--- src/rtl/pgm_pkg.sv ---
// rtl/pgm_pkg.sv - shared types and constants for the Z80 RAM CPU bridge
package pgm_pkg;

   // Bridge sequencing states
   typedef enum logic [2:0] {
      ST_IDLE,
      ST_ACC_HI,
      ST_ACC_LO,
      ST_FINISH,
      ST_WAIT,
      ST_ACK
   } bridge_state_t;

   // Byte address LSB for each 68000 data lane (big-endian)
   localparam logic LANE_HI = 1'b0;
   localparam logic LANE_LO = 1'b1;

   localparam int DTACK_EXTRA_W = 4;

endpackage

--- src/rtl/pgm_z80ram_cpu_bridge.sv ---
// rtl/pgm_z80ram_cpu_bridge.sv - 68000 bus to Z80 sound RAM byte port bridge
// Purpose: splits each 68000 bus cycle into one or two byte accesses on the
//    RAM A port and returns DTACK once all strobed bytes are done.
// Ports:
//    clk, rst_n                     clock, asynchronous active-low reset
//    cpu_cs, cpu_as_n, cpu_uds_n,
//    cpu_lds_n, cpu_rw, cpu_addr,
//    cpu_din                        68000 bus cycle inputs
//    cpu_dout, cpu_dtack_n          read data and acknowledge to the 68000
//    ram_addr, ram_we, ram_din      byte request to the RAM
//    ram_dout                       RAM read data, one cycle after ram_addr
module pgm_z80ram_cpu_bridge
   import pgm_pkg::*;
#(
   parameter int ADDR_WIDTH  = 16,
   parameter int DTACK_EXTRA = 0
) (
   input  logic                  clk,
   input  logic                  rst_n,
   input  logic                  cpu_cs,
   input  logic                  cpu_as_n,
   input  logic                  cpu_uds_n,
   input  logic                  cpu_lds_n,
   input  logic                  cpu_rw,
   input  logic [ADDR_WIDTH-2:0] cpu_addr,
   input  logic [15:0]           cpu_din,
   output logic [15:0]           cpu_dout,
   output logic                  cpu_dtack_n,
   output logic [ADDR_WIDTH-1:0] ram_addr,
   output logic                  ram_we,
   output logic [7:0]            ram_din,
   input  logic [7:0]            ram_dout
);

   // Last WAIT count; only meaningful when DTACK_EXTRA is nonzero
   localparam logic [DTACK_EXTRA_W-1:0] EXTRA_LAST = DTACK_EXTRA_W'(DTACK_EXTRA - 1);

   bridge_state_t             state_q, state_d;
   logic [DTACK_EXTRA_W-1:0]  cnt_q, cnt_d;
   logic                      rw_q, rw_d;
   logic                      lds_q, lds_d;
   logic [ADDR_WIDTH-2:0]     addr_q, addr_d;
   logic [7:0]                din_lo_q, din_lo_d;
   logic                      tag_valid_q, tag_valid_d;
   logic                      tag_lane_q, tag_lane_d;
   logic [15:0]               dout_d;
   logic                      dtack_n_d;
   logic [ADDR_WIDTH-1:0]     ram_addr_d;
   logic                      ram_we_d;
   logic [7:0]                ram_din_d;
   logic                      req;

   assign req = cpu_cs & ~cpu_as_n & (~cpu_uds_n | ~cpu_lds_n);

   always_ff @(posedge clk or negedge rst_n) begin
      if (!rst_n) begin
         state_q     <= ST_IDLE;
         cnt_q       <= '0;
         rw_q        <= 1'b0;
         lds_q       <= 1'b0;
         addr_q      <= '0;
         din_lo_q    <= '0;
         tag_valid_q <= 1'b0;
         tag_lane_q  <= LANE_HI;
         cpu_dout    <= 16'hFFFF;
         cpu_dtack_n <= 1'b1;
         ram_addr    <= '0;
         ram_we      <= 1'b0;
         ram_din     <= '0;
      end else begin
         state_q     <= state_d;
         cnt_q       <= cnt_d;
         rw_q        <= rw_d;
         lds_q       <= lds_d;
         addr_q      <= addr_d;
         din_lo_q    <= din_lo_d;
         tag_valid_q <= tag_valid_d;
         tag_lane_q  <= tag_lane_d;
         cpu_dout    <= dout_d;
         cpu_dtack_n <= dtack_n_d;
         ram_addr    <= ram_addr_d;
         ram_we      <= ram_we_d;
         ram_din     <= ram_din_d;
      end
   end

   always_comb begin
      state_d    = state_q;
      cnt_d      = cnt_q;
      rw_d       = rw_q;
      lds_d      = lds_q;
      addr_d     = addr_q;
      din_lo_d   = din_lo_q;
      dout_d     = cpu_dout;
      dtack_n_d  = 1'b1;
      ram_addr_d = ram_addr;
      ram_din_d  = ram_din;
      ram_we_d   = 1'b0;

      // A read byte is on the RAM port during ACC_*; its data arrives the
      // cycle after, so the lane tag is delayed one cycle to steer the capture.
      tag_valid_d = rw_q & ((state_q == ST_ACC_HI) | (state_q == ST_ACC_LO));
      tag_lane_d  = (state_q == ST_ACC_LO) ? LANE_LO : LANE_HI;
      if (tag_valid_q) begin
         if (tag_lane_q == LANE_HI) dout_d[15:8] = ram_dout;
         else                       dout_d[7:0]  = ram_dout;
      end

      // RAM request registers are loaded on entry to ACC_* so that the byte
      // is presented for exactly the cycle spent in that state.
      unique case (state_q)
         ST_IDLE: begin
            if (req) begin
               rw_d     = cpu_rw;
               lds_d    = ~cpu_lds_n;
               addr_d   = cpu_addr;
               din_lo_d = cpu_din[7:0];
               dout_d   = 16'hFFFF;
               ram_we_d = ~cpu_rw;
               if (!cpu_uds_n) begin
                  state_d    = ST_ACC_HI;
                  ram_addr_d = {cpu_addr, LANE_HI};
                  ram_din_d  = cpu_din[15:8];
               end else begin
                  state_d    = ST_ACC_LO;
                  ram_addr_d = {cpu_addr, LANE_LO};
                  ram_din_d  = cpu_din[7:0];
               end
            end
         end
         ST_ACC_HI: begin
            if (cpu_as_n) begin
               state_d = ST_IDLE;
            end else if (lds_q) begin
               state_d    = ST_ACC_LO;
               ram_addr_d = {addr_q, LANE_LO};
               ram_din_d  = din_lo_q;
               ram_we_d   = ~rw_q;
            end else begin
               state_d = ST_FINISH;
            end
         end
         ST_ACC_LO: begin
            state_d = cpu_as_n ? ST_IDLE : ST_FINISH;
         end
         ST_FINISH: begin
            cnt_d = '0;
            if (cpu_as_n)              state_d = ST_IDLE;
            else if (DTACK_EXTRA == 0) state_d = ST_ACK;
            else                       state_d = ST_WAIT;
         end
         ST_WAIT: begin
            if (cpu_as_n) begin
               state_d = ST_IDLE;
            end else if (cnt_q == EXTRA_LAST) begin
               state_d = ST_ACK;
            end else begin
               cnt_d = cnt_q + 1'b1;
            end
         end
         ST_ACK: begin
            if (cpu_as_n) state_d = ST_IDLE;
            else          dtack_n_d = 1'b0;
         end
         default: state_d = ST_IDLE;
      endcase
   end

endmodule

--- config.mk ---
export PLATFORM = sky130hd
export DESIGN_NAME = pgm_z80ram_cpu_bridge
export DESIGN_NICKNAME = d
export VERILOG_FILES = /design/src/rtl/pgm_pkg.sv /design/src/rtl/pgm_z80ram_cpu_bridge.sv
export SDC_FILE = /design/constraint.sdc
export NUM_CORES = 1
export LEC_CHECK = 0
export ABC_AREA = 1
export CAP_MARGIN = 30
export CORE_MARGIN = 1.5
export CORE_UTILIZATION = 43
export CTS_CLUSTER_SIZE = 30
export DETAILED_ROUTE_END_ITERATION = 7
export HOLD_SLACK_MARGIN = 0.02
export PLACE_DENSITY = 0.76
export SLEW_MARGIN = 20
export SYNTH_ARGS = -nofsm -noshare
export SYNTH_HDL_FRONTEND = slang
export SYNTH_SLANG_ARGS = --single-unit
--- constraint.sdc ---
create_clock -name clk -period 1.35 [get_ports clk]
set_input_delay 0.2025 -clock clk [delete_from_list [all_inputs] [get_ports clk]]
set_output_delay 0.2025 -clock clk [all_outputs]
set_load 0.02 [all_outputs]
==> results.json, run 1 <==
{
  "synth_cell_types": 24,
  "critPathArrivalTime_ns": 1.59,
  "timing.rr.start": "state_q[2]",
  "maxUsedRoutingLayer": "met4",
  "drv_slew": 0,
  "cp-end-kind": "flip-flop",
  "drc": 0,
  "wl_per_cell_um": 13.7,
  "final_cells": 645,
  "skew_ns": 0.0100,
  "fin_crit_ns": 1.36,
  "dpl_cell_area_sq_mm": 0.00459,
  "synth_ff_type": "dfrtp_1",
  "fp-row-count": 32,
  "r2r_slack_ns": -0.01,
  "status": "complete, but fails checks",
  "diodes": 0,
  "max_slew_margin_pct": 66.3,
  "dr.pass1.iters": 4,
  "wl_met2_mm": 4.56,
  "initial_utilization_pct": 44.7,
  "crit_fanout": 47,
  "rsz0062_at_grt": "true",
  "cts-root-buf": "clkbuf_8",
  "die_x_um": 92.8,
  "finalSetupViolCount": 9,
  "track_usage_pct": 21.3,
  "placed_cells": 621,
  "antenna_found_initial": 0,
  "pre_cts_ws_ns": -0.382,
  "grt_pass1_wl_mm": 14.5,
  "die_area_sq_mm": 0.00861,
  "synth_edf_count": 0,
  "synth_cells": 422,
  "final_util_pct": 63.9,
  "setup.worst_path.class": "reg -> reg",
  "synth_seq_cells": 76,
  "syn_to_final_growth_pct": 43.2,
  "yosysTopAreaCellShare_pct": 42.6,
  "vias": 3206,
  "irDropWorstVdd_v": 0.000904,
  "wirelength_mm": 8.83,
  "core_area_sq_mm": 0.00777,
  "grt_overflow": 0,
  "r2r_end": "addr_q[4]",
  "cts_tree": "yes",
  "grt_max_degree": 48,
  "worst_slew_pin_slew_ns": 0.505,
  "place_congestion": 0.874,
  "finalHoldViolCount": 0,
  "fin_crit_sh_pct": 101,
  "clk_pin_slew_ns": 0.08,
  "maxCapViolations": 0,
  "min_path_type": "in -> async",
  "cp-start-kind": "flip-flop",
  "finalNetCount": 585,
  "grt_pass1_vias": 3117,
  "max_freq_ghz": 0.734,
  "cts_buffers": 9,
  "reg2regPathDepth": 7,
  "cts_buffer_depth": 2,
  "critPathRequiredTime_ns": 1.58,
  "route.met3.wl_um": 348,
  "synth_most_common_cell": "nand2_1",
  "antenna_left": 0,
  "yosysWarnings": 0,
  "leakage_nw": 2.58,
  "postSynth.asyncResetShare_pct": 100,
  "netlist_top_cells_count": "nand2_1 (154), dfrtp_1 (59), inv_1 (40), nand3_1 (34), nor2_1 (22)",
  "fin_area_sq_mm": 0.00497,
  "powerDensity_mw_per_mm2": 2070,
  "clk_latency_ns": 0.35,
  "syn-num-nets": 469,
  "violations": "setup timing",
  "fin_ws_ns": -0.0117,
  "ys_seq_area_share_pct": 55.4,
  "syn_area_per_cell_sq_um": 8.22,
  "port_buffers": 87,
  "drive_above_1_share_pct": 23.4,
  "wl_met1_mm": 3.78,
  "cts-htree-levels": 3,
  "dp_hpwl_mm": 5.88,
  "synth_top_cell_by_area": "dfrtp_1",
  "floorplan.io_pins": 88,
  "synthTopCellsByArea": "dfrtp_1 (43%), nand2_1 (17%), dfstp_2 (13%), nand3_1 (4.9%), inv_1 (4.3%)",
  "clock_sinks": 76,
  "chipHeight_um": 92.8,
  "syn_area_sq_mm": 0.00347,
  "via_per_inst": 4.97,
  "drt_iter0_markers": 127
}
## flip-flops by register name, indices dropped and copies added (netlist names), 3 cells and up
name	flops
addr_q	15
ram_addr	16
cnt_q	4
din_lo_q	8
ram_din	8
state_q	3
cpu_dout	16
## cell usage in the layout (no fill, tap or decap), types with 14 or more instances in the layout
cell,n
a21oi_1,16
buf_2,16
inv_1,40
clkdlybuf4s50_1,44
nand2_2,14
dfrtp_1,59
buf_4,30
nand3_1,28
nor2_1,18
dfstp_2,17
o21ai_0,16
dlygate4sd2_1,25
o211ai_1,16
nand2_1,138
## per-stage QoR
step                      hold slack, ns  TNS, ns  power [mW]
final                              0.272  -0.0383        10.3
after global routing               0.282    -3.02        11.0
after CTS                          0.269  -0.0775        10.1
after detailed placement          0.0938   -14.76        8.40
after global placement            0.0872   -11.41        8.22
after floorplan                  -0.0931        0        6.45
## how the worst max path moves through the flow
| stage | startpoint | endpoint | slack (ns) | cells after the start |
|---|---|---|---|---|
| floorplan | state_q[1] | ram_din[3] | 0.01 | 9 |
| global placement | cpu_as_n | ram_din[6] | -0.30 | 9 |
| detailed placement | cpu_as_n | ram_din[4] | -0.38 | 9 |
| CTS | state_q[1] | ram_din[0] | -0.02 | 8 |
| global route | state_q[2] | ram_addr[12] | -0.09 | 8 |
| finish | state_q[2] | addr_q[4] | -0.01 | 7 |
## report_power, final
group | total (mW) | internal [mW] | switching, mW
logic | 4.40 | 1.75 | 2.65
registers | 3.94 | 3.40 | 0.539
clock network | 1.95 | 1.09 | 0.853
## critical path, cell delays in order, from the launching register on
cell     delay [ns]
dfrtp_1        0.43
nor2_4         0.18
nand2_2        0.09
nor2_4         0.12
inv_4          0.07
buf_12         0.17
nand2_1        0.08
o21ai_0        0.09
## logic make-up after synthesis
| logic type | count (synthesis) | share of synthesized area [%] |
|---|---|---|
| AO/OA/AOI/OAI | 61 | 9.99 |
| XOR/XNOR | 1 | 0.253 |
| AND/OR/NAND/NOR | 218 | 25.5 |
| buffers and inverters | 65 | 8.40 |
| adder cells (fa/ha/maj) | 1 | 0.361 |
| flip-flops | 76 | 55.4 |
## final cells by class
type	instances	area (sq um)
tap	102	128
inverter	45	184
fill	674	2800
timing repair buffer	124	1100
sequential	76	1920
clock inverter	6	86.3
multi-input combinational	281	1400
clock buffer	10	138
timing repair inverter	1	8.76
## timing repair
item,CTS,global route
setup buffers,2,4
hold buffers,1,0
pin swaps,2,24
hold endpoints to repair,16,0
resized for setup,96,46
gates cloned,0,2
endpoints found under the setup margin,72,61
## per-layer routing
| layer | vias to the layer above | GRT usage [%] |
|---|---|---|
| met5 | - | 0 |
| met4 | 0 | 7.58 |
| met3 | 12 | 3.28 |
| met2 | 73 | 36.7 |
| met1 | 1546 | 27.1 |
| li1 | 1575 | - |
Power figures use the tool's default switching activity.
==> run 2, diff against run 1 <==
--- a/config.mk
+++ b/config.mk
@@ -5,7 +5,6 @@
 export SDC_FILE = /design/constraint.sdc
 export NUM_CORES = 1
 export LEC_CHECK = 0
-export ABC_AREA = 1
 export CAP_MARGIN = 30
 export CORE_MARGIN = 1.5
 export CORE_UTILIZATION = 43
==> run 2 against run 1 <==
Against the previous run: the run still ends with setup timing left; non-clock buffer count is 4 lower; count of clock-buffer cells in the layout up 3; wire length down 13%; critical path depth stayed put; die area fell by 0.59%; worst setup slack got worse by 0.17 ns; global-route usage down 2.8 points; final area decreased by 1.9%; clock power up 2%; synthesized cell count is 33% lower.
==> results.json, run 2 <==
{
  "placed_cells": 481,
  "postSynth.asyncResetShare_pct": 100,
  "max_slew_margin_pct": 71.0,
  "synth_cell_types": 33,
  "worst_slew_pin_slew_ns": 0.434,
  "final_cells": 504,
  "max_freq_ghz": 0.651,
  "pre_cts_ws_ns": -0.582,
  "critPathArrivalTime_ns": 1.77,
  "maxCapViolations": 0,
  "finalNetCount": 444,
  "wl_per_cell_um": 15.2,
  "synth_seq_cells": 76,
  "syn_area_sq_mm": 0.00345,
  "track_usage_pct": 18.5,
  "die_x_um": 92.5,
  "fin_crit_sh_pct": 114,
  "synth_edf_count": 0,
  "initial_utilization_pct": 44.6,
  "grt_pass1_vias": 2582,
  "final.setup.tns_ns": -8.40,
  "finalSetupViolCount": 68,
  "fin_ws_ns": -0.186,
  "antenna_found_initial": 0,
  "dpl_cell_area_sq_mm": 0.00458,
  "fill_cells": 604,
  "multi_input_area_sq_mm": 0.00151,
  "vias": 2537,
  "synth_ff_type": "dfrtp_1",
  "power_mw": 10.6,
  "critPathTopFamily": "buffers and inverters",
  "setup.worst_path.class": "in -> reg",
  "wirelength_mm": 7.68,
  "via_per_inst": 5.03,
  "min_path_type": "in -> async",
  "hold_slack_ns": 0.281,
  "timing.critical_path.slowest_cell_delay_ns": 0.48,
  "fin_area_sq_mm": 0.00487,
  "fp-row-count": 32,
  "cts_buffer_depth": 2,
  "cts-root-buf": "clkbuf_8",
  "rsz0062_at_grt": "true",
  "ff_latch_area_sq_mm": 0.00193,
  "yosysWarnings": 0,
  "chipHeight_um": 92.5,
  "floorplan.io_pins": 88,
  "irDropWorstVdd_v": 0.00123,
  "synthTopCellsByArea": "dfrtp_1 (43%), mux2_2 (20%), dfstp_2 (13%), nand2_1 (5.1%), mux2i_1 (3.8%)",
  "grt_overflow": 0,
  "yosysTopAreaCellShare_pct": 42.8,
  "cts_buffers": 9,
  "layout_common_cells": "dfrtp_1 (57), mux2_2 (51), nand2_1 (47)",
  "grt_max_degree": 31,
  "drv_slew": 0,
  "diodes": 0,
  "place_congestion": 0.806,
  "syn_area_per_cell_sq_um": 12.2,
  "ys_seq_area_share_pct": 55.8,
  "path_buf_inv": 3,
  "netlist_top_cells_count": "mux2_2 (62), dfrtp_1 (59), nand2_1 (47), dfstp_2 (17), nand3_1 (17)",
  "dr.pass1.iters": 4,
  "port_buffers": 87,
  "synth_most_common_cell": "mux2_2",
  "drc": 0,
  "cts_tree": "yes",
  "status": "complete, but fails checks",
  "violations": "setup timing",
  "dp_hpwl_mm": 5.31,
  "powerDensity_mw_per_mm2": 2170,
  "path_cells": "clkdlybuf4s50_1, a21boi_4, mux2i_2, nor4_4, buf_4, buf_6, mux2_2",
  "finalHoldViolCount": 0,
  "die_area_sq_mm": 0.00856,
  "clk_pin_slew_ns": 0.08,
  "fin_crit_ns": 1.54,
  "leakage_nw": 2.23,
  "largestRegisters": "cpu_dout (16), ram_addr (16), addr_q (15)",
  "clock_sinks": 76,
  "synth_top_cell_by_area": "dfrtp_1",
  "crit_fanout": 9,
  "final_util_pct": 63.1,
  "mostFrequentLayoutCell": "dfrtp_1",
  "critPathRequiredTime_ns": 1.58,
  "synth_cells": 283,
  "drive_above_1_share_pct": 39.3,
  "cp-start-kind": "primary input",
  "cpMaxStageDelayCell": "clkdlybuf4s50_1",
  "syn_to_final_growth_pct": 41.3,
  "skew_ns": 0.00587,
  "core_area_sq_mm": 0.00773,
  "grt_pass1_wl_mm": 12.3,
  "antenna_left": 0,
  "syn-num-nets": 330,
  "drt_iter0_markers": 79,
  "cp-end-kind": "flip-flop",
  "cts-htree-levels": 3,
  "clk_latency_ns": 0.35
}
run 2: cell types whose count changed after synthesis, moves of 7 or more:
cell      previous run  this run
mux2_2               0        62
nor2_1              22         6
a21oi_1             17         2
nand2_1            154        47
o21ai_0             17        10
inv_1               40         3
o211ai_1            16         0
mux2i_1              0        13
o21ai_1             10         0
nand3_1             34        17
run 2: path summary, 6_finish.rpt:
| path | cells past startpoint | endpoint | slack (ns) | startpoint |
|---|---|---|---|---|
| worst max-delay path | 7 | ram_addr[2] | -0.19 | cpu_lds_n |
| worst min-delay path | 2 | din_lo_q[3] | 0.28 | rst_n |
| worst max register to register | 5 | ram_addr[2] | -0.18 | state_q[0] |
| worst min register to register | 2 | cpu_dout[0] | 0.48 | cpu_dout[0] |
| max in group asynchronous | 3 | cpu_dtack_n | 0.56 | rst_n |
| min in group clk | 3 | cpu_dout[13] | 0.44 | ram_dout[5] |
run 2: per-layer routing:
metal  GRT usage (%)  vias up  part of all wire (%)
met5               0        -                     0
met4            7.69        0                   2.4
met3            5.83       18                   7.3
met2            29.7       92                    48
met1            23.2     1225                    43
li1                -     1202                     -
run 2: kinds of logic (layout without fill, tap and decap cells):
kind of cell	after synthesis	after routing	share of synthesized area (%)
buffers and inverters	20	139	2.98
multiplexers	75	75	24.0
AND/OR/NAND/NOR	92	92	13.5
XOR/XNOR	1	1	0.254
adder cells (fa/ha/maj)	1	1	0.363
AO/OA/AOI/OAI	18	18	3.12
flip-flops	76	76	55.8
run 2: what timing repair did:
action / in CTS / in global routing
resized for setup: 103 / 21
setup buffers: 2 / 2
endpoints found under the hold margin: 20 / 0
hold buffers: 1 / 0
pin swaps: 1 / 1
setup endpoints to repair: 112 / 74
cloned: 1 / 1
run 2: final cells by class:
| cell class | instances | share of cell area (%) |
|---|---|---|
| inverter | 3 | 0.231 |
| tap | 102 | 2.62 |
| multi-input combinational | 187 | 31.0 |
| sequential | 76 | 39.5 |
| clock buffer | 13 | 3.47 |
| clock inverter | 3 | 1.39 |
| timing repair buffer | 120 | 21.8 |
run 2: report_power, final:
group	internal, mW	total, mW	leakage (nW)	switching, mW
logic	2.24	4.42	1.22	2.18
clock network	1.19	1.99	0.116	0.801
registers	3.54	4.16	0.894	0.624
total	6.97	10.6	2.23	3.61
